--- config.mk ---
export PLATFORM = sky130hd
export DESIGN_NAME = openfire_rf_wb_ctrl
export DESIGN_NICKNAME = d
export VERILOG_FILES = /design/src/rtl/openfire_rf_wb_ctrl.sv
export SDC_FILE = /design/constraint.sdc
export NUM_CORES = 1
export LEC_CHECK = 0
export BUFFER_PORTS_ARGS = -buffer_cell sky130_fd_sc_hd__buf_2
export CAP_MARGIN = 5
export CORE_MARGIN = 4
export CORE_UTILIZATION = 48
export DETAILED_ROUTE_END_ITERATION = 8
export GPL_ROUTABILITY_DRIVEN = 0
export GPL_TIMING_DRIVEN = 0
export PLACE_DENSITY = 0.76
export SKIP_LAST_GASP = 1
export SYNTH_ARGS = -nofsm -noshare
export SYNTH_HDL_FRONTEND = slang
export SYNTH_SLANG_ARGS = --single-unit
--- constraint.sdc ---
create_clock -name clock -period 1.98 [get_ports clock]
set_clock_uncertainty 0.15 [all_clocks]
set_input_delay 0.297 -clock clock [delete_from_list [all_inputs] [get_ports clock]]
set_output_delay 0.297 -clock clock [all_outputs]
set_load 0.005 [all_outputs]
--- src/rtl/openfire_rf_wb_ctrl.sv ---
`default_nettype none
//==============================================================================
// Module : openfire_rf_wb_ctrl
// Desc   : Register-file write-port scheduler: arbitrates execute writes against
//          in-order load returns, tracks pending loads, raises hazard stalls.
//          Build option OPENFIRE_RF_CLEAR_ALL_EN clears r0..r31 after reset.
// Rev    : 1.0  initial release
//==============================================================================

`ifndef RF_dmem_byte
`define RF_dmem_byte      4'd0
`define RF_dmem_halfword  4'd1
`define RF_dmem_wholeword 4'd2
`define RF_alu_result     4'd3
`define RF_zero           4'd4
`define RF_pc             4'd5
`endif

module openfire_rf_wb_ctrl #(
    parameter int LDQ_DEPTH = 2
) (
    input  logic       clock,
    input  logic       reset,
    input  logic       ex_we,
    input  logic [4:0] ex_addr,
    input  logic [3:0] ex_sel,
    input  logic       ld_issue,
    input  logic [4:0] ld_addr,
    input  logic [3:0] ld_sel,
    input  logic       dmem_valid,
    input  logic [4:0] dec_regA_addr,
    input  logic [4:0] dec_regB_addr,
    input  logic [4:0] dec_regD_addr,
    input  logic [2:0] dec_use,
    output logic       rf_we,
    output logic [4:0] rf_waddr,
    output logic [3:0] rf_sel,
    output logic       ex_stall,
    output logic       ld_stall,
    output logic       hazard_stall,
    output logic       busy,
    output logic       wb_err
);

    localparam int c_PTR_W = (LDQ_DEPTH > 1) ? $clog2(LDQ_DEPTH) : 1;
    localparam int c_CNT_W = $clog2(LDQ_DEPTH) + 1;

`ifdef OPENFIRE_RF_CLEAR_ALL_EN
    localparam logic [4:0] c_SWEEP_LAST = 5'd31;
`else
    localparam logic [4:0] c_SWEEP_LAST = 5'd0;
`endif

    typedef enum logic [0:0] {
        ST_INIT = 1'b0,
        ST_RUN  = 1'b1
    } state_t;

    state_t               r_state;
    logic [4:0]           r_sweep;
    logic [c_PTR_W-1:0]   r_head;
    logic [c_PTR_W-1:0]   r_tail;
    logic [c_CNT_W-1:0]   r_count;
    logic [LDQ_DEPTH-1:0] r_vld;
    logic [4:0]           r_addr [LDQ_DEPTH];
    logic [3:0]           r_sel  [LDQ_DEPTH];
    logic                 r_err;

    logic       w_run;
    logic       w_empty;
    logic       w_full;
    logic       w_pop;
    logic       w_push;
    logic       w_ex_hit;
    logic       w_dec_hit;
    logic       w_err_set;
    logic [4:0] w_dec_addr [3];

    function automatic logic [c_PTR_W-1:0] f_next(input logic [c_PTR_W-1:0] p);
        return (p == c_PTR_W'(LDQ_DEPTH - 1)) ? '0 : p + 1'b1;
    endfunction

    assign w_run   = ~reset & (r_state == ST_RUN);
    assign w_empty = (r_count == '0);
    assign w_full  = (r_count == c_CNT_W'(LDQ_DEPTH));
    assign w_pop   = w_run & dmem_valid & ~w_empty;
    assign w_push  = w_run & ld_issue & ~w_full;

    assign w_dec_addr[0] = dec_regA_addr;
    assign w_dec_addr[1] = dec_regB_addr;
    assign w_dec_addr[2] = dec_regD_addr;

    // Every valid entry counts, including the head popped this cycle:
    // the popped value only lands in the file at the coming edge.
    always_comb begin
        w_ex_hit  = 1'b0;
        w_dec_hit = 1'b0;
        for (int i = 0; i < LDQ_DEPTH; i++) begin
            if (r_vld[i] && ex_addr != 5'd0 && r_addr[i] == ex_addr)
                w_ex_hit = 1'b1;
            for (int k = 0; k < 3; k++) begin
                if (dec_use[k] && w_dec_addr[k] != 5'd0 && r_vld[i] &&
                    r_addr[i] == w_dec_addr[k])
                    w_dec_hit = 1'b1;
            end
        end
        for (int k = 0; k < 3; k++) begin
            if (dec_use[k] && w_dec_addr[k] != 5'd0 && w_push &&
                ld_addr == w_dec_addr[k])
                w_dec_hit = 1'b1;
        end
    end

    assign w_err_set = w_run & ((dmem_valid & w_empty) |
                                (ld_issue & w_full) |
                                (ex_we & (ex_sel != `RF_alu_result) &
                                         (ex_sel != `RF_pc)));

    always_comb begin
        rf_we        = 1'b0;
        rf_waddr     = 5'd0;
        rf_sel       = `RF_zero;
        ex_stall     = 1'b0;
        ld_stall     = 1'b0;
        hazard_stall = 1'b0;
        busy         = 1'b0;
        if (!w_run) begin
            rf_we        = 1'b1;
            rf_waddr     = reset ? 5'd0 : r_sweep;
            ex_stall     = 1'b1;
            ld_stall     = 1'b1;
            hazard_stall = 1'b1;
            busy         = 1'b1;
        end else begin
            ld_stall     = w_full;
            hazard_stall = w_dec_hit;
            ex_stall     = ex_we & (w_pop | w_ex_hit);
            if (w_pop) begin
                rf_we    = (r_addr[r_head] != 5'd0);
                rf_waddr = r_addr[r_head];
                rf_sel   = r_sel[r_head];
            end else if (ex_we && !ex_stall) begin
                rf_we    = (ex_addr != 5'd0);
                rf_waddr = ex_addr;
                rf_sel   = ex_sel;
            end
        end
    end

    assign wb_err = r_err;

    always_ff @(posedge clock) begin
        if (reset) begin
            r_state <= ST_INIT;
            r_sweep <= 5'd0;
            r_head  <= '0;
            r_tail  <= '0;
            r_count <= '0;
            r_vld   <= '0;
            r_err   <= 1'b0;
        end else if (r_state == ST_INIT) begin
            if (r_sweep == c_SWEEP_LAST) begin
                r_state <= ST_RUN;
                r_sweep <= 5'd0;
            end else begin
                r_sweep <= r_sweep + 5'd1;
            end
        end else begin
            // Push and pop never share a slot: pop needs non-empty, push non-full.
            if (w_pop) begin
                r_vld[r_head] <= 1'b0;
                r_head        <= f_next(r_head);
            end
            if (w_push) begin
                r_vld[r_tail]  <= 1'b1;
                r_addr[r_tail] <= ld_addr;
                r_sel[r_tail]  <= ld_sel;
                r_tail         <= f_next(r_tail);
            end
            case ({w_push, w_pop})
                2'b10:   r_count <= r_count + 1'b1;
                2'b01:   r_count <= r_count - 1'b1;
                default: r_count <= r_count;
            endcase
            if (w_err_set)
                r_err <= 1'b1;
        end
    end

endmodule

`default_nettype wire

==> flow_metrics.tcl <==
set metrics [dict create \
    status "finished, violations left" \
    violations "setup timing" \
    crit_buf_inv 3 \
    htreeDepth 2 \
    slew_headroom_pct 54.87 \
    synth-edff-count 18 \
    core_area_um2 4414 \
    irDropWorstVdd_mv 0.4161 \
    endpoint_kind "output port" \
    hold-path-endpoint "r_sel[0][0]$_DFFE_PP_" \
    synth.yosys.seq_area_share_pct 36.87 \
    numCtsBuffers 5 \
    clkTransAtPathRegs_ns 0.07 \
    ys.flop_type "edfxtp_1" \
    wl_per_cell_um 16.78 \
    p_leak_nw 1.192 \
    diodes 0 \
    nets 363 \
    post-route-period-util_pct 128.7 \
    fmax_mhz 392.3 \
    initial_core_util_pct 50.43 \
    grtUsageTotal_pct 21.14 \
    crit_arrival_ns 2.10 \
    syn-num-nets 279 \
    grt.overflow.total 0 \
    rows 24 \
    grt_start_max_net_pins 13 \
    setup.worst_path.class "flip-flop to output port" \
    critPathMaxStageDelay_ns 0.42 \
    fin_util_pct 68.91 \
    setup_slack_ns -0.5688 \
    yosys.cell_types.count 39 \
    drt-initial-drc-count 130 \
    synthCells 235 \
    r2r_cells 9 \
    dieArea_um2 5790 \
    portBuffers 55 \
    crit_fanout 4 \
    rsz0062_at_grt "yes" \
    drc 0 \
    cts_tree "done" \
    ys_async_sr_fraction_pct 0 \
    place_ws_ns -0.5201 \
    insertion_delay_ns 0.28 \
    dp_hpwl_mm 4.314 \
    final-max-slew-violation-count 0 \
    cts_root_buf "clkbuf_8" \
    die_w_um 76.10 \
    firstDrtPassIters 4 \
    ant_nets 0 \
    cts_buffer_depth 2 \
    grt_pass1_vias 2107 \
    drive_gt1_share_pct 38.75 \
    avgSynthCellArea_um2 9.472 \
    critical-path-top-delay-family "simple AND/OR/NAND/NOR gates" \
    finalWirelength_mm 6.243 \
    min_from "ld_sel[0]" \
    timing_hold_violations_final 0 \
    yosys_warnings 0 \
    io_pins 56 \
    min_path_cells 1 \
    hold_path.class "input port to flip-flop" \
    grt_pass1_wl_mm 10.13 \
    clock-sinks 32 \
    period_minus_slack_ns 2.549 \
    fillCellCount 334 \
    cp.required_ns 1.53 \
    area_growth_pct 36.65 \
    reg2reg_setup_slack_ns -0.04 \
    maxCapViolations 0 \
    num_vias 2094 \
    netlist_area_um2 2226 \
    cp_slowest_cell "or4_1" \
    crit_path_start_kind "flip-flop" \
    powerDensity_nw_per_um2 503.4 \
    p_total_w 0.001531 \
    antenna_found_initial 0 \
    fp.dieH_um 76.10 \
    worstPathCellList "buf_6 -> buf_4 -> xnor2_1 -> nand4_1 -> nor3_1 -> a31oi_1 -> o22ai_1 -> or4_1 -> buf_2" \
    finalSetupViolCount 13 \
    tightestPinTransition_ns 0.6769 \
    via_per_inst 5.629 \
    r2r_start "r_count[1]$_SDFFE_PP0P_" \
    postCtsHoldBufs 0 \
    synth-seq-cells 32 \
    r2r-end "r_count[1]$_SDFFE_PP0P_" \
]
[report_power, final]
group          switching, W  internal, W
clock              0.000246     0.000248
combinational      0.000164     0.000145
sequential       0.00000980     0.000718
total              0.000420      0.00111
[registers in the layout, indices dropped and copies added, names as in the netlist, named ones only]
name     cells
r_head       1
r_vld        2
r_sel        8
r_state      1
r_sweep      5
r_addr      10
r_count      2
wb_err       1
r_tail       1
[metal layers]
layer / up-vias / track usage (%) / wire length, um / share of wire [%]
li1: 996 / - / - / -
met1: 1011 / 27.13 / 2579 / 41
met2: 77 / 36.82 / 3145 / 50
met3: 10 / 4.492 / 436 / 7.0
met4: 0 / 3.671 / 81 / 1.3
met5: - / 0 / 0 / 0
[worst max path at each step]
stage	cells after the start	endpoint	slack, ns	from
final	9	hazard_stall	-0.57	r_addr[0][3]$_DFFE_PP_
after global routing	8	rf_waddr[0]	-0.68	r_addr[0][0]$_DFFE_PP_
after CTS	8	rf_waddr[0]	-0.63	r_addr[0][2]$_DFFE_PP_
after detailed placement	8	hazard_stall	-0.52	dec_regA_addr[1]
after global placement	8	hazard_stall	-0.53	dec_regA_addr[1]
after floorplan	6	hazard_stall	-0.1	dec_regA_addr[1]
[layout make-up]
class                   count  area [um2]  area share (%)
clock inverters             3       23.77          0.7816
repair buffers             77       462.9           15.22
multi-input cells         180        1450           47.68
flip-flops and latches     32       824.5           27.11
plain buffers              14       112.6           3.702
clock buffers               5       68.82           2.262
inverters                   9       33.78           1.111
well taps                  52       65.06           2.139
[cell usage after synthesis (2+ instances only)]
cell type / count / area share [%]
o22ai_1: 2 / 0.56
ha_1: 3 / 1.7
clkbuf_1: 3 / 0.51
o2bb2ai_1: 3 / 1.2
nand2_1: 4 / 0.67
a221o_1: 4 / 1.8
a21oi_1: 7 / 1.6
nor2_1: 24 / 4.0
xnor2_1: 33 / 13
nand3_1: 6 / 1.3
or4_1: 5 / 1.7
nand4_1: 4 / 1.1
mux2i_1: 10 / 4.5
o21ai_1: 6 / 1.3
nor2b_1: 3 / 0.84
o21ai_0: 2 / 0.45
edfxtp_1: 18 / 24
inv_2: 2 / 0.34
nand2b_1: 3 / 0.84
inv_1: 7 / 1.2
dfxtp_1: 14 / 13
nor3_1: 5 / 1.1
nor4_1: 8 / 2.2
nand3b_1: 2 / 0.67
buf_2: 10 / 2.2
a22oi_1: 2 / 0.67
xor2_1: 31 / 12
a31oi_1: 3 / 0.84
[per-stage QoR]
stage / cells / hold slack (ns) / TNS [ns] / cell area (um2)
final: 372 / 0.04999 / -6.362 / 3042
after global routing: 372 / 0.04203 / -7.908 / 3042
after CTS: 359 / 0.04536 / -6.225 / 2874
after detailed placement: 342 / 0.2995 / -12.17 / 2633
after global placement: 342 / 0.2844 / -10.69 / 2633
after floorplan: 235 / 0.2459 / -0.3291 / 2292
[logic make-up after synthesis]
group	Yosys count	share of synthesized area [%]
simple gates	69	16.69
xor+xnor	64	25.18
flops	32	36.87
mux	10	4.497
compound gates	34	10.62
fa+ha+maj	3	1.687
buf+inv	23	4.441
[placed cells by master (no fill, tap or decap), types with 3 or more instances in the layout]
| master | instances |
|---|---|
| a21oi_1 | 7 |
| a221o_1 | 4 |
| a31oi_1 | 3 |
| buf_2 | 55 |
| buf_4 | 22 |
| buf_6 | 11 |
| clkbuf_8 | 5 |
| dfxtp_1 | 11 |
| dfxtp_2 | 3 |
| edfxtp_1 | 18 |
| ha_1 | 3 |
| inv_1 | 7 |
| mux2i_1 | 10 |
| nand2_1 | 4 |
| nand3_1 | 6 |
| nand4_1 | 4 |
| nor2_1 | 22 |
| nor3_1 | 5 |
| nor4_1 | 8 |
| o21ai_1 | 4 |
| o2bb2ai_2 | 3 |
| or4_1 | 3 |
| xnor2_1 | 28 |
| xnor2_2 | 5 |
| xor2_1 | 30 |
[timing repair]
item	CTS	global route
gates resized for setup	22	15
setup buffers	9	13
setup endpoints to repair	32	14
pin swaps	17	10
No activity file was read; power rests on OpenSTA's default activity.
